[config.mk]
export PLATFORM = sky130hd
export DESIGN_NAME = bsram_req_adapter
export DESIGN_NICKNAME = d
export VERILOG_FILES = /design/src/rtl/bsram_adapter_pkg.sv /design/src/rtl/bsram_load_align.sv /design/src/rtl/bsram_req_adapter.sv
export SDC_FILE = /design/constraint.sdc
export NUM_CORES = 1
export LEC_CHECK = 0
export ABC_AREA = 0
export BUFFER_PORTS_ARGS = -buffer_cell sky130_fd_sc_hd__buf_2
export CORE_MARGIN = 2
export CORE_UTILIZATION = 43
export CTS_CLUSTER_SIZE = 8
export DETAILED_ROUTE_END_ITERATION = 10
export PLACE_DENSITY = 0.91
export SETUP_SLACK_MARGIN = 0.1
export SKIP_CTS_REPAIR_TIMING = 1
export SYNTH_ARGS = -nofsm -noshare
export SYNTH_HDL_FRONTEND = slang
export SYNTH_HIERARCHICAL = 1
export SYNTH_SLANG_ARGS = --single-unit
[constraint.sdc]
create_clock -name clock -period 2.72 [get_ports clock]
set_input_delay 0.136 -clock clock [delete_from_list [all_inputs] [get_ports clock]]
set_output_delay 0.136 -clock clock [all_outputs]
set_load 0.01 [all_outputs]
[src/rtl/bsram_adapter_pkg.sv]
// Shared encodings for the BSRAM request adapter: access sizes, FSM states, byte-enable helper.
// Latency: n/a (types and pure functions only).
// Backpressure: n/a.
package bsram_adapter_pkg;

    localparam logic [1:0] SZ_BYTE = 2'b00;
    localparam logic [1:0] SZ_HALF = 2'b01;
    localparam logic [1:0] SZ_WORD = 2'b10;
    localparam logic [1:0] SZ_RSVD = 2'b11;

    typedef enum logic [1:0] {
        ST_IDLE      = 2'd0,
        ST_LOAD_DATA = 2'd1,
        ST_RESP      = 2'd2
    } state_t;

    // Lane mask for an access of the given size starting at byte offset off.
    // Half accesses always start on an even byte; word covers all lanes.
    function automatic logic [3:0] byte_en(input logic [1:0] size, input logic [1:0] off);
        logic [3:0] be;
        case (size)
            SZ_BYTE: be = 4'b0001 << off;
            SZ_HALF: be = 4'b0011 << {off[1], 1'b0};
            default: be = 4'b1111;
        endcase
        return be;
    endfunction

endpackage

[src/rtl/bsram_load_align.sv]
// Shifts the addressed lane of a BSRAM word down to bit 0 and sign/zero-extends it.
// Latency: purely combinational.
// Backpressure: none; result follows inputs.
// Ports: read_data (raw word), offset (byte lane), size (SZ_*), zero_ext (1=zero, 0=sign) -> result.
module bsram_load_align
    import bsram_adapter_pkg::*;
(
    input  logic [31:0] read_data,
    input  logic [1:0]  offset,
    input  logic [1:0]  size,
    input  logic        zero_ext,
    output logic [31:0] result
);

    logic [31:0] lane;

    always_comb begin
        lane   = read_data >> {offset, 3'b000};
        result = lane;
        case (size)
            SZ_BYTE: result = {{24{~zero_ext & lane[7]}}, lane[7:0]};
            SZ_HALF: result = {{16{~zero_ext & lane[15]}}, lane[15:0]};
            default: result = lane;
        endcase
    end

endmodule

[src/rtl/bsram_req_adapter.sv]
// Converts byte-addressed load/store requests into BSRAM word/byte-enable accesses and aligned responses.
// Latency: store/error response 1 cycle after accept, load response 2 cycles after accept.
// Backpressure: one request in flight; req_ready low until the response is taken (resp_valid & resp_ready).
// Ports: req_* request channel, resp_* response channel, read*/write* drive BSRAM_byte_en directly.
// Optional: define BSRAM_REQ_ADAPTER_ERR_EN to reject reserved-size and misaligned half/word requests.
module bsram_req_adapter
    import bsram_adapter_pkg::*;
#(
    parameter int DATA_WIDTH = 32,
    parameter int ADDR_WIDTH = 8
) (
    input  logic                  clock,
    input  logic                  reset,
    input  logic                  req_valid,
    output logic                  req_ready,
    input  logic                  req_write,
    input  logic [ADDR_WIDTH+1:0] req_address,
    input  logic [1:0]            req_size,
    input  logic                  req_unsigned,
    input  logic [DATA_WIDTH-1:0] req_wdata,
    output logic                  resp_valid,
    input  logic                  resp_ready,
    output logic [DATA_WIDTH-1:0] resp_rdata,
    output logic                  resp_write,
    output logic                  resp_error,
    output logic                  readEnable,
    output logic [ADDR_WIDTH-1:0] readAddress,
    input  logic [DATA_WIDTH-1:0] readData,
    output logic                  writeEnable,
    output logic [3:0]            writeByteEnable,
    output logic [ADDR_WIDTH-1:0] writeAddress,
    output logic [DATA_WIDTH-1:0] writeData
);

    state_t      state, state_nxt;
    logic        accept;
    logic        err;
    logic [1:0]  size_n;
    logic [1:0]  offset_n;
    logic [1:0]  offset_q;
    logic [1:0]  size_q;
    logic        unsigned_q;
    logic [31:0] load_result;

    // Request decode. Without error checking, reserved size behaves as word and
    // half/word accesses are forced onto their natural boundary.
    always_comb begin
`ifdef BSRAM_REQ_ADAPTER_ERR_EN
        err = (req_size == SZ_RSVD)
            | ((req_size == SZ_HALF) & req_address[0])
            | ((req_size == SZ_WORD) & (req_address[1:0] != 2'b00));
`else
        err = 1'b0;
`endif
        size_n = (req_size == SZ_RSVD) ? SZ_WORD : req_size;
        case (size_n)
            SZ_BYTE: offset_n = req_address[1:0];
            SZ_HALF: offset_n = {req_address[1], 1'b0};
            default: offset_n = 2'b00;
        endcase
    end

    assign accept = req_valid & req_ready;

    // BSRAM drive: the access happens on the accept edge itself.
    always_comb begin
        readAddress     = req_address[ADDR_WIDTH+1:2];
        writeAddress    = req_address[ADDR_WIDTH+1:2];
        writeEnable     = accept & req_write & ~err;
        readEnable      = accept & ~req_write & ~err;
        writeByteEnable = writeEnable ? byte_en(size_n, offset_n) : 4'b0000;
        case (size_n)
            SZ_BYTE: writeData = {4{req_wdata[7:0]}};
            SZ_HALF: writeData = {2{req_wdata[15:0]}};
            default: writeData = req_wdata;
        endcase
    end

    // FSM: state register
    always_ff @(posedge clock or negedge reset) begin
        if (!reset) state <= ST_IDLE;
        else        state <= state_nxt;
    end

    // FSM: next state
    always_comb begin
        state_nxt = state;
        case (state)
            ST_IDLE: begin
                if (accept) state_nxt = (req_write | err) ? ST_RESP : ST_LOAD_DATA;
            end
            ST_LOAD_DATA: state_nxt = ST_RESP;
            ST_RESP: begin
                if (resp_ready) state_nxt = ST_IDLE;
            end
            default: state_nxt = ST_IDLE;
        endcase
    end

    // FSM: outputs. resp_valid decodes the state register so it falls with reset.
    always_comb begin
        req_ready  = (state == ST_IDLE);
        resp_valid = (state == ST_RESP);
    end

    bsram_load_align u_align (
        .read_data (readData),
        .offset    (offset_q),
        .size      (size_q),
        .zero_ext  (unsigned_q),
        .result    (load_result)
    );

    // Response payload: set on accept, load data filled in one cycle later,
    // otherwise untouched so it holds steady while the consumer stalls.
    always_ff @(posedge clock or negedge reset) begin
        if (!reset) begin
            offset_q   <= 2'b00;
            size_q     <= SZ_BYTE;
            unsigned_q <= 1'b0;
            resp_rdata <= '0;
            resp_write <= 1'b0;
            resp_error <= 1'b0;
        end else if (accept) begin
            offset_q   <= offset_n;
            size_q     <= size_n;
            unsigned_q <= req_unsigned;
            resp_rdata <= '0;
            resp_write <= req_write;
            resp_error <= err;
        end else if (state == ST_LOAD_DATA) begin
            resp_rdata <= load_result;
        end
    end

endmodule

==> flow_summary.ini, run 1 <==
[status]
status = finished, violations left
violations = hold timing

[setup_path]
critical_path_required_ns = 2.90
rr_startpoint = offset_q[0]
r2r_end = resp_rdata[18]
path_class = reg -> reg
rr_worst_depth = 4
end_kind = flop
crit_arrival_ns = 2.12
rrSetupSlack_ns = 0.79
cp_max_fo = 16
cp-start-kind = flop

[timing]
finalCritPeriodShare_pct = 71.03
fin_skew_ns = 0.005325
setup_viol = 0
timing.hold.ws_ns = -0.04804
rsz0062_at_grt = false
hold_violations = 40
finalCriticalPeriod_ns = 1.932
fin_ws_ns = 0.7879
fmax_mhz = 517.6
tns_ns = 0
drv_slew = 0
worstMarginPinSlew_ns = 0.8818
max_slew_margin_pct = 41.21

[floorplanning]
ios = 172
initial_core_util_pct = 44.69
die_w_um = 85.47
placementRows = 29
dieHeight_um = 85.47
dieArea_um2 = 7305
fp.coreArea_um2 = 6386

[routing]
vias = 2742
viasPerCell = 5.736
wl_per_cell_um = 17.67
drt_iter0_drc = 171
drt-total-wl_um = 8444
drtPass1Iterations = 6
ant_nets = 0
route.detailed.drc = 0

[hold_path]
holdCritPathClass = in -> async

[synth]
synthCells = 290
syn_area_per_cell_um2 = 9.841
synthFlopType = dfrtp_1
synth_cell_types = 35
synth-warning-count = 6
synth_area_um2 = 2854
synth_enable_flop_cells = 0
yosysTopAreaCellShare_pct = 35.07
ys_ff_latch = 40
yosys-top-cells-count = dfrtp_1, a22o_1, buf_4
synth_top_cell_by_area = dfrtp_1
synth.most_common_cell = dfrtp_1
synthTopCellsByArea = dfrtp_1, a22o_1, mux2i_1
syn_nets = 372
async_reset_ff_share_pct = 100.0
ys_seq_area_share_pct = 35.07

[clock_tree]
cts_buffers = 5
cts_tree = yes
numClockSinks = 40
path_clk_slew_ns = 0.08
htreeDepth = 2
clockBufferDepth = 2
clock_latency_ns = 0.30
cts-root-buf = clkbuf_8

[flow_run]
drv_cap = 0

[grt]
grt_pass1_vias = 2564
grt_max_degree = 41
grt_pass1_wl_um = 13010
grt_usage_pct = 22.44
antenna_found_initial = 0
grt_overflow = 0

[cells_and_area]
antennaDiodeCount = 0
fin_util_pct = 54.58
syn_to_final_growth_pct = 22.14
final_cells = 478
final_nets = 482
drive_gt1_share_pct = 49.38

[power_and_ir_drop]
power.total_w = 0.002322
power_density_nw_per_um2 = 666.1
p_leak_nw = 1.813
irDropWorstVdd_mv = 0.4193

[place]
hpwl_um = 6487
port_buffers = 146
place_congestion = 0.9029
place_ws_ns = 0.8650
dp.cells = 470
[worst max-delay path, cell delays in order (launching register included)]
cell	delay, ns
dfrtp_1	0.58
or2_2	0.41
o221ai_4	0.41
o22ai_1	0.17
a22o_1	0.24
[routing by layer]
layer	routed length (um)	part of all wire [%]	vias to the layer above	GRT usage, %
li1	-	-	1265	-
met1	3412	40	1267	28.34
met2	3944	47	193	37.57
met3	945	11	17	5.739
met4	142	1.7	0	7.215
met5	0	0	-	0
[logic make-up (layout without fill, tap and decap cells)]
logic type                Yosys count  count (layout)  share of synthesized area [%]
AOI/OAI and AO/OA                 100             100                          25.95
and+or+nand+nor                    53              53                          9.952
buffers and inverters              51             162                          11.88
muxes                              44              44                          16.70
DFF                                40              40                          35.07
other                               1               1                         0.1314
xor gates and xnor gates            1               1                         0.3069
[report_power, final]
group / leakage [nW] / total (W) / internal (W) / switching (W)
Clock: 0.0510 / 0.000416 / 0.000203 / 0.000214
Sequential: 0.537 / 0.000831 / 0.000721 / 0.000110
Combinational: 1.22 / 0.00107 / 0.000477 / 0.000597
[cells in the final DEF (no fill, tap or decap), drive strengths merged, types with 7 or more instances in the layout]
cell type | netlist | final
nand2 | 17 | 17
o21ai | 13 | 13
o22ai | 8 | 8
a21oi | 27 | 27
buf | 42 | 150
o2bb2ai | 9 | 9
mux2i | 24 | 24
mux2 | 20 | 20
dfrtp | 40 | 40
a22o | 32 | 32
a211oi | 7 | 7
nor2b | 11 | 11
or2 | 9 | 9
nor2 | 11 | 11
[per-stage QoR]
stage / cell area (um^2) / hold slack, ns
4_1_cts: 3486 / -0.01451
2_1_floorplan: 2854 / -0.1596
3_3_place_gp: 3393 / 0.2721
3_5_place_dp: 3393 / 0.2721
6_report: 3486 / -0.04804
5_1_grt: 3486 / 0.02993
[state kept, by name, summed over array words and instances, names as in the netlist]
name and flops:
size_q 2, unsigned_q 1, resp_rdata 32, state 2
offset_q 2, resp_write 1
[worst max-delay path by stage]
stage / cells past startpoint / to / start / slack, ns
after floorplan: 6 / resp_rdata[22] / offset_q[1] / 1.12
after global placement: 5 / resp_rdata[18] / offset_q[1] / 0.92
after detailed placement: 4 / resp_rdata[18] / offset_q[0] / 0.87
after CTS: 4 / resp_rdata[22] / offset_q[0] / 0.82
after global routing: 4 / resp_rdata[18] / offset_q[0] / 0.71
final: 4 / resp_rdata[18] / offset_q[0] / 0.79
[cell type report]
class,instances,area (um^2)
Clock buffer,6,82.58
Clock inverter,2,10.01
Fill cell,561,2900
Inverter,4,15.01
Multi-Input combinational cell,199,1520
Sequential cell,40,1001
Tap cell,77,96.34
Timing Repair Buffer,150,760.7
Power figures use the tool's default switching activity.
==> run 2: changes to the inputs <==
Settings changed: ABC_AREA 0 to 1, CORE_UTILIZATION 43 to 42, PLACE_DENSITY 0.91 to 0.9.
Clock period 2.72 ns to 1.77 ns, I/O delays scaled along.
==> flow_summary.ini, run 2 <==
[status]
status = finished clean

[setup_path]
critical_path_required_ns = 1.96
end_kind = flop
path_class = reg -> reg
rr_startpoint = offset_q[0]
max_stage_delay_ns = 0.44
r2r_end = resp_rdata[18]
crit_chain = buf_4 > nand2_1 > nand3_2 > nand3_2 > nand3_2 > nand2_1 > nand2_1
cp_max_fo = 8
cp-start-kind = flop
rrSetupSlack_ns = 0.14
cp_slowest_cell = dfrtp_1
rr_worst_depth = 7
crit_arrival_ns = 1.82

[grt]
grt_usage_pct = 22.38
grt_pass1_vias = 3248
antenna_found_initial = 0
grt_overflow = 0
grt_max_degree = 46
grt_pass1_wl_um = 15240

[timing]
rsz0062_at_grt = true
fin_ws_ns = 0.1391
drv_slew = 0
worstMarginPinSlew_ns = 0.5291
fmax_mhz = 613.2
setup_viol = 0
hold_violations = 0
max_slew_margin_pct = 64.73
finalCritPeriodShare_pct = 92.14
fin_skew_ns = 0.009946
tns_ns = 0
finalCriticalPeriod_ns = 1.631

[synth]
syn_nets = 547
async_reset_ff_share_pct = 100.0
synthCells = 465
ys_ff_latch = 40
yosysTopAreaCellShare_pct = 30.95
synth_enable_flop_cells = 0
syn_area_per_cell_um2 = 6.956
synth.most_common_cell = nand2_1
yosys-top-cells-count = nand2_1, dfrtp_1, nand3_1
synthTopCellsByArea = dfrtp_1, nand2_1, nand3_2
synth_top_cell_by_area = dfrtp_1
synth_area_um2 = 3234
synthFlopType = dfrtp_1
synth_cell_types = 29
ys_seq_area_share_pct = 30.95
synth-warning-count = 6

[hold_path]
hp-start = resp_ready
holdCritPathClass = in -> reg
hold_depth = 2
hold-path-endpoint = state[1]

[clock_tree]
cts_buffers = 5
cts-root-buf = clkbuf_8
clock_latency_ns = 0.29
clockBufferDepth = 2
numClockSinks = 40
path_clk_slew_ns = 0.08
htreeDepth = 2
cts_tree = yes

[floorplanning]
ios = 172
initial_core_util_pct = 43.89
placementRows = 31
dieHeight_um = 91.76
fp.coreArea_um2 = 7370
dieArea_um2 = 8419
die_w_um = 91.76

[cells_and_area]
drive_gt1_share_pct = 38.78
antennaDiodeCount = 0
regArea_um2 = 1002
multi_input_comb_area_um2 = 1788
final_nets = 669
largest_register = resp_rdata
final_cell_mix = nand2_1, buf_2, nand3_1
syn_to_final_growth_pct = 22.94
final_common_cell = nand2_1
nFillCells = 724
largest_register_ffs = 32

[flow_run]
drv_cap = 0

[routing]
drt-total-wl_um = 10590
viasPerCell = 5.287
drt_iter0_drc = 367
vias = 3632
route.detailed.drc = 0
drtPass1Iterations = 5
wl_per_cell_um = 15.41
ant_nets = 0

[power_and_ir_drop]
power_density_nw_per_um2 = 1010
power.total_w = 0.004015
p_leak_nw = 2.447
irDropWorstVdd_mv = 0.3407

[place]
port_buffers = 146
hpwl_um = 7429
place_congestion = 0.9099
place_ws_ns = 0.1062
run 2: cells by family (layout without fill, tap and decap cells):
| family | after synthesis | after routing | share of synthesized area (%) |
|---|---|---|---|
| simple gates | 308 | 313 | 46.23 |
| buf+inv | 81 | 199 | 16.25 |
| flops | 40 | 40 | 30.95 |
| compound gates | 35 | 35 | 6.460 |
| other cells | 1 | 1 | 0.1159 |
run 2: how the worst max path moves through the flow:
stage / end / slack, ns / depth (start not counted) / from
floorplan: resp_rdata[18] / 0.47 / 10 / offset_q[0]
global placement: resp_rdata[30] / 0.18 / 8 / offset_q[0]
detailed placement: resp_rdata[17] / 0.11 / 8 / offset_q[0]
CTS: writeByteEnable[0] / 0.0008 / 6 / state[1]
global route: resp_rdata[30] / 0.02 / 8 / size_q[1]
finish: resp_rdata[18] / 0.14 / 7 / offset_q[0]
run 2: layout make-up:
cell class / count / area share, %
timing repair buffer: 163 / 21.74
clock inverter: 2 / 0.2517
sequential: 40 / 25.20
multi-input combinational: 349 / 44.97
inverter: 28 / 2.643
tap: 99 / 3.115
clock buffer: 6 / 2.077
run 2: critical path: cells and delay by family (launching register included):
kind | cells | cell delay, ns
buffers and inverters | 1 | 0.18
flip-flops | 1 | 0.44
AND/OR/NAND/NOR | 6 | 0.91
run 2: stage by stage:
stage	hold WS [ns]	util, %	std cells	instance area, um^2
5_1_grt	0.005643	53.96	687	3976
3_5_place_dp	0.08595	50.90	668	3751
3_3_place_gp	0.07386	50.90	668	3751
2_1_floorplan	-0.2071	-	465	3234
4_1_cts	-0.2275	52.16	676	3844
6_report	0.003927	53.96	687	3976
run 2: where the power goes:
part | total [W] | internal (W) | switching, W
clock network | 0.000631 | 0.000311 | 0.000320
registers | 0.00133 | 0.00113 | 0.000201
logic | 0.00205 | 0.000783 | 0.00127
total | 0.00401 | 0.00223 | 0.00179
run 2: routing by layer:
metal  global-route usage (%)  vias to the layer above  part of all wire (%)
met4                    7.960                        0                   3.7
met5                        0                        -                     0
met3                    3.451                       40                   9.0
li1                         -                     1700                     -
met2                    42.28                      224                    52
met1                    25.28                     1668                    35
